[src/rtl/shift_add_multiplier.sv]
// shift_add_multiplier: iterative unsigned WIDTH x WIDTH multiplier that
// adds one partial product per clock through its carry_look_ahead instance.
//
// Ports:
//   clk    in   rising-edge clock
//   rst    in   asynchronous active-high reset; aborts any operation in flight
//   start  in   request; accepted only on a rising edge where ready=1
//   a, b   in   multiplicand / multiplier, sampled on the accept edge only
//   ready  out  high in IDLE
//   busy   out  high in RUN
//   done   out  one-cycle pulse, high in DONE
//   p      out  2*WIDTH-bit product register, updated only on entry to DONE
//
// Handshake: a request is accepted on the edge where start=1 and ready=1;
// nothing is queued, so start seen in RUN or DONE is dropped. After WIDTH
// add/shift iterations (fewer with early exit) done pulses for one cycle
// and p carries the product until the next completion.
//
// Build option: define MULT_EARLY_EXIT_EN to finish as soon as the multiplier
// bits still to be consumed are all zero; the result is aligned with a small
// barrel shifter. Without it every operation runs exactly WIDTH iterations.

// Carry look-ahead adder: s = a + b + y, carry-out on c. Every carry is
// computed directly from generate/propagate terms rather than rippled.
module carry_look_ahead #(
  parameter int WIDTH = 4
) (
  input  logic [WIDTH-1:0] a,
  input  logic [WIDTH-1:0] b,
  input  logic             y,
  output logic [WIDTH-1:0] s,
  output logic             c
);
  logic [WIDTH-1:0] gen;
  logic [WIDTH-1:0] prop;
  logic [WIDTH:0]   carry;

  assign gen  = a & b;
  assign prop = a ^ b;

  // carry[i+1] = g[i] | p[i]g[i-1] | ... | p[i..0]y
  always_comb begin
    logic acc;
    logic run;
    carry    = '0;
    acc      = 1'b0;
    run      = 1'b0;
    carry[0] = y;
    for (int i = 0; i < WIDTH; i++) begin
      acc = gen[i];
      run = prop[i];
      for (int j = i - 1; j >= 0; j--) begin
        acc = acc | (run & gen[j]);
        run = run & prop[j];
      end
      acc = acc | (run & y);
      carry[i+1] = acc;
    end
  end

  assign s = prop ^ carry[WIDTH-1:0];
  assign c = carry[WIDTH];
endmodule

module shift_add_multiplier #(
  parameter int WIDTH = 4
) (
  input  logic                 clk,
  input  logic                 rst,
  input  logic                 start,
  input  logic [WIDTH-1:0]     a,
  input  logic [WIDTH-1:0]     b,
  output logic                 ready,
  output logic                 busy,
  output logic                 done,
  output logic [2*WIDTH-1:0]   p
);
  localparam int CW = $clog2(WIDTH + 1);

  typedef enum logic [1:0] {S_IDLE, S_RUN, S_DONE} state_t;

  state_t               state_q, state_d;
  logic [WIDTH-1:0]     mcand_q, mcand_d;
  logic [2*WIDTH-1:0]   prod_q, prod_d;   // {hi, lo}
  logic [CW-1:0]        count_q, count_d;
  logic [2*WIDTH-1:0]   p_q, p_d;

  logic [WIDTH-1:0]     hi, lo;
  logic [WIDTH-1:0]     add_b;
  logic [WIDTH-1:0]     add_s;
  logic                 add_c;
  logic [2*WIDTH-1:0]   step;
  logic                 last_iter;

  assign hi    = prod_q[2*WIDTH-1:WIDTH];
  assign lo    = prod_q[WIDTH-1:0];
  assign add_b = lo[0] ? mcand_q : '0;

  carry_look_ahead #(.WIDTH(WIDTH)) u_cla (
    .a (hi),
    .b (add_b),
    .y (1'b0),
    .s (add_s),
    .c (add_c)
  );

  // {c, s, lo} >> 1: the carry-out becomes the new top bit and the consumed
  // multiplier bit falls off the bottom.
  assign step      = {add_c, add_s, lo[WIDTH-1:1]};
  assign last_iter = (count_q == CW'(WIDTH - 1));

`ifdef MULT_EARLY_EXIT_EN
  logic [WIDTH-1:0]   live_mask;
  logic               lo_rem_zero;
  logic [CW-1:0]      exit_shift;
  logic [2*WIDTH-1:0] exit_p;

  // lo[WIDTH-1-count:0] are the multiplier bits not yet consumed; the upper
  // count bits of lo already hold low product bits.
  assign live_mask   = {WIDTH{1'b1}} >> count_q;
  assign lo_rem_zero = ((lo & live_mask) == '0);
  assign exit_shift  = CW'(WIDTH) - count_q;
  assign exit_p      = prod_q >> exit_shift;
`endif

  always_comb begin
    state_d = state_q;
    mcand_d = mcand_q;
    prod_d  = prod_q;
    count_d = count_q;
    p_d     = p_q;
    case (state_q)
      S_IDLE: begin
        if (start) begin
          mcand_d = a;
          prod_d  = {{WIDTH{1'b0}}, b};
          count_d = '0;
          state_d = S_RUN;
        end
      end
      S_RUN: begin
`ifdef MULT_EARLY_EXIT_EN
        if (lo_rem_zero) begin
          p_d     = exit_p;
          state_d = S_DONE;
        end else begin
          prod_d  = step;
          count_d = count_q + 1'b1;
          if (last_iter) begin
            p_d     = step;
            state_d = S_DONE;
          end
        end
`else
        prod_d  = step;
        count_d = count_q + 1'b1;
        if (last_iter) begin
          p_d     = step;
          state_d = S_DONE;
        end
`endif
      end
      S_DONE:  state_d = S_IDLE;
      default: state_d = S_IDLE;
    endcase
  end

  always_ff @(posedge clk or posedge rst) begin
    if (rst) begin
      state_q <= S_IDLE;
      mcand_q <= '0;
      prod_q  <= '0;
      count_q <= '0;
      p_q     <= '0;
    end else begin
      state_q <= state_d;
      mcand_q <= mcand_d;
      prod_q  <= prod_d;
      count_q <= count_d;
      p_q     <= p_d;
    end
  end

  assign ready = (state_q == S_IDLE);
  assign busy  = (state_q == S_RUN);
  assign done  = (state_q == S_DONE);
  assign p     = p_q;
endmodule

[config.mk]
export PLATFORM = sky130hd
export DESIGN_NAME = shift_add_multiplier
export DESIGN_NICKNAME = d
export VERILOG_FILES = /design/src/rtl/shift_add_multiplier.sv
export SDC_FILE = /design/constraint.sdc
export NUM_CORES = 1
export LEC_CHECK = 0
export ABC_AREA = 1
export ABC_CLOCK_PERIOD_IN_PS = 1600
export BUFFER_PORTS_ARGS = -buffer_cell sky130_fd_sc_hd__buf_2
export CAP_MARGIN = 5
export CORE_UTILIZATION = 49
export CTS_CLUSTER_SIZE = 10
export DETAILED_ROUTE_END_ITERATION = 6
export PLACE_DENSITY = 0.82
export SYNTH_ARGS = -nofsm -noshare
export SYNTH_HDL_FRONTEND = slang
export SYNTH_HIERARCHICAL = 1
export SYNTH_SLANG_ARGS = --single-unit
[constraint.sdc]
create_clock -name clk -period 1.6 [get_ports clk]
set_input_delay 0.16 -clock clk [delete_from_list [all_inputs] [get_ports clk]]
set_output_delay 0.16 -clock clk [all_outputs]
set_load 0.01 [all_outputs]
==> reports/results.ini <==
[setup_path]
cp_data_arrival_time_ps=1730
r2r_setup_slack_ps=110
endpoint_kind=flip-flop
crit_path_start=prod_q[0]$_DFFE_PP0P_
start_kind=flip-flop
cp_slowest_cell=dfrtp_1
cp.required_ps=1840
rr_startpoint=prod_q[0]$_DFFE_PP0P_
crit_type=reg2reg
cp_common_cell=nand2_1
rr_worst_depth=9
cp_slowest_stage_delay_ps=440
r2r-end=prod_q[6]$_DFFE_PP0P_
crit_path_end=prod_q[6]$_DFFE_PP0P_
crit_chain=nand2_1 -> inv_1 -> ha_1 -> or2_0 -> nand2_1 -> nand3_1 -> nand2_1 -> inv_2 -> o21ai_1
worst-path-max-fanout=5

[timing]
rsz0062_at_grt=no
fin_crit_ps=1490
whs_ps=80.9
setup-violations-final=0
min_period_over_period=0.933
fin_worst_skew_ps=12.4
drv_slew=0
setup_tns_ps=0
clock.fmax_ghz=0.670
hold_viol=0

[routing]
routed.top_layer=met4
ant_nets=0
drt_wl_total_mm=2.61
drc=0
dr_wl_met3_um=100
routed-via-count=1085
drt-initial-drc-count=16
via_per_inst=4.98
drtPass1Iterations=4
routed-wl-met2_mm=1.31
wl_per_cell_um=12.0
wl_met1_mm=1.16

[power]
p_comb_frac=0.484
p_sw_mw=1.18
vdd_drop_max_v=0.00103
seqPwrFrac=0.410
p_clk_frac=0.106
p_per_area_nw_per_um2=1790
intPower_mw=1.51
leakage_nw=0.860
p_sw_frac=0.439

[grt]
grt_pass1_wl_mm=4.13
grt_max_degree=26
grt_use_total=0.196
grt_pass1_vias=1001
antenna_found_initial=0
grt.overflow.total=0

[job]
drv_cap=0

[place]
io_buffers=21
dp_hpwl_mm=1.88
gp_congestion=0.800

[logic_synthesis]
synth-seq-cells=25
synthMuxAreaShare=0
syn_inst=160
synth_compound_area_frac=0.0634
synth_cell_type_count=19
synth_top_family_by_area=simple AND/OR/NAND/NOR gates
postSynthAreaPerCell_um2=8.26
ys_warn_count=6
synth_fa_ha_area_frac=0.0720
yosysSeqAreaShare=0.473
post_synth_and_or_nand_nor_area_fraction=0.288
synth-xor-area-share=0.00663
synth_area_um2=1320

[floorplan]
start_util=0.524
fp-row-count=18
dieArea_um2=2910
die_height_um=53.9
ios=22
core_um2=2520
die_x_um=53.9

[clock_network]
path_clk_slew_ps=130
cts-buffers-inserted=3
root_buffer=clkbuf_4
cts_tree=done
cts_sinks=25
htree_levels=1
cts_buffer_depth=2
clock_latency_ps=320

[hold_path]
hold_class=in2reg

[cells_and_area]
drive_above_1_share=0.234
final_nets=207
insertedDiodeCount=0
synthToLayoutAreaGrowth_pct=14.0

[status]
status=finished, final reports clean

per-stage QoR:
step	instance area, µm²	cells	util	power (mW)	setup WS, ps
after CTS	1490	218	0.592	2.66	12.3
after detailed placement	1460	213	0.577	2.38	47.6
after floorplan	1330	162	-	2.07	140
final	1510	218	0.597	2.69	107
after global routing	1510	218	0.597	2.94	11.2
after global placement	1460	213	0.577	2.31	122
layout make-up:
class	instances	area (µm²)
clock inverter	1	5.00
fill	250	1020
clock buffer	3	22.5
timing repair buffer	26	145
tap	30	37.5
multi-input combinational	112	592
inverter	21	78.8
sequential	25	626
kinds of logic after synthesis:
group | after synthesis
and+or+nand+nor | 88
buffers and inverters | 25
DFF | 25
AOI/OAI and AO/OA | 13
adders and majority gates | 7
xor gates and xnor gates | 1
other | 1
per-layer routing:
layer,up-vias,track usage
met5,-,0
met4,0,0.0439
met3,4,0.0452
met2,21,0.335
met1,512,0.249
li1,548,-
registers in the layout (all words and copies together) (netlist names):
| register | count |
|---|---|
| p | 8 |
| prod_q | 8 |
| mcand_q | 4 |
| count_q | 3 |
| state_q | 2 |
cells in the final DEF, fill, tap and decap left out:
master,instances
nand2_1,66
dfrtp_1,25
buf_2,21
inv_1,17
nand3_1,12
o21ai_2,5
ha_1,5
inv_2,4
o21ai_0,4
buf_4,4
o21ai_1,3
clkbuf_4,3
conb_1,3
nor2_4,2
nand2_2,2
nor2_1,2
nand4_1,2
nand2_4,1
clkinv_2,1
dlygate4sd3_1,1
xnor2_1,1
a21oi_1,1
or2_0,1
fa_1,1
ha_4,1
power groups by stage:
stage	Sequential (mW)	Clock (mW)	Combinational, mW
2_1_floorplan	1.08	0	0.992
3_3_place_gp	1.11	0	1.21
3_5_place_dp	1.11	0	1.26
4_1_cts	1.10	0.287	1.27
5_1_grt	1.13	0.309	1.50
6_report	1.10	0.285	1.30
worst min-delay path by stage:
stage	startpoint	endpoint	slack, ps	depth (start not counted)
after floorplan	rst	count_q[0]$_DFFE_PP0P_	190	1
after global placement	rst	count_q[2]$_DFFE_PP0P_	220	3
after detailed placement	rst	count_q[0]$_DFFE_PP0P_	230	3
after CTS	a[3]	mcand_q[3]$_DFFE_PP0P_	80	3
after global routing	a[2]	mcand_q[2]$_DFFE_PP0P_	80	3
final	a[3]	mcand_q[3]$_DFFE_PP0P_	80	3
worst max-delay path, delay by kind of cell, from the launching register on:
family	cells	cell delay, ps
AO/OA/AOI/OAI	1	140
adder cells (fa/ha/maj)	1	270
buffers and inverters	2	80
flip-flops	1	440
AND/OR/NAND/NOR	5	500
cell usage after synthesis (all sizes together):
library cell	count	area, µm²
nand2	69	272
dfrtp	25	626
inv	21	78.8
nand3	12	60.1
o21ai	12	78.8
ha	6	75.1
buf	4	45.0
nor2	4	30.0
nand4	2	12.5
a21oi	1	5.00
conb	1	3.75
fa	1	20.0
or2	1	6.26
xnor2	1	8.76
repair_timing:
item                       in CTS  in global routing
setup endpoints to repair       0                  5
setup buffers                   0                  0
gates resized for setup         0                  6
hold buffers                    1                  0
hold endpoints to repair       25                  0
Note: power is estimated with default switching activity, not from simulation.
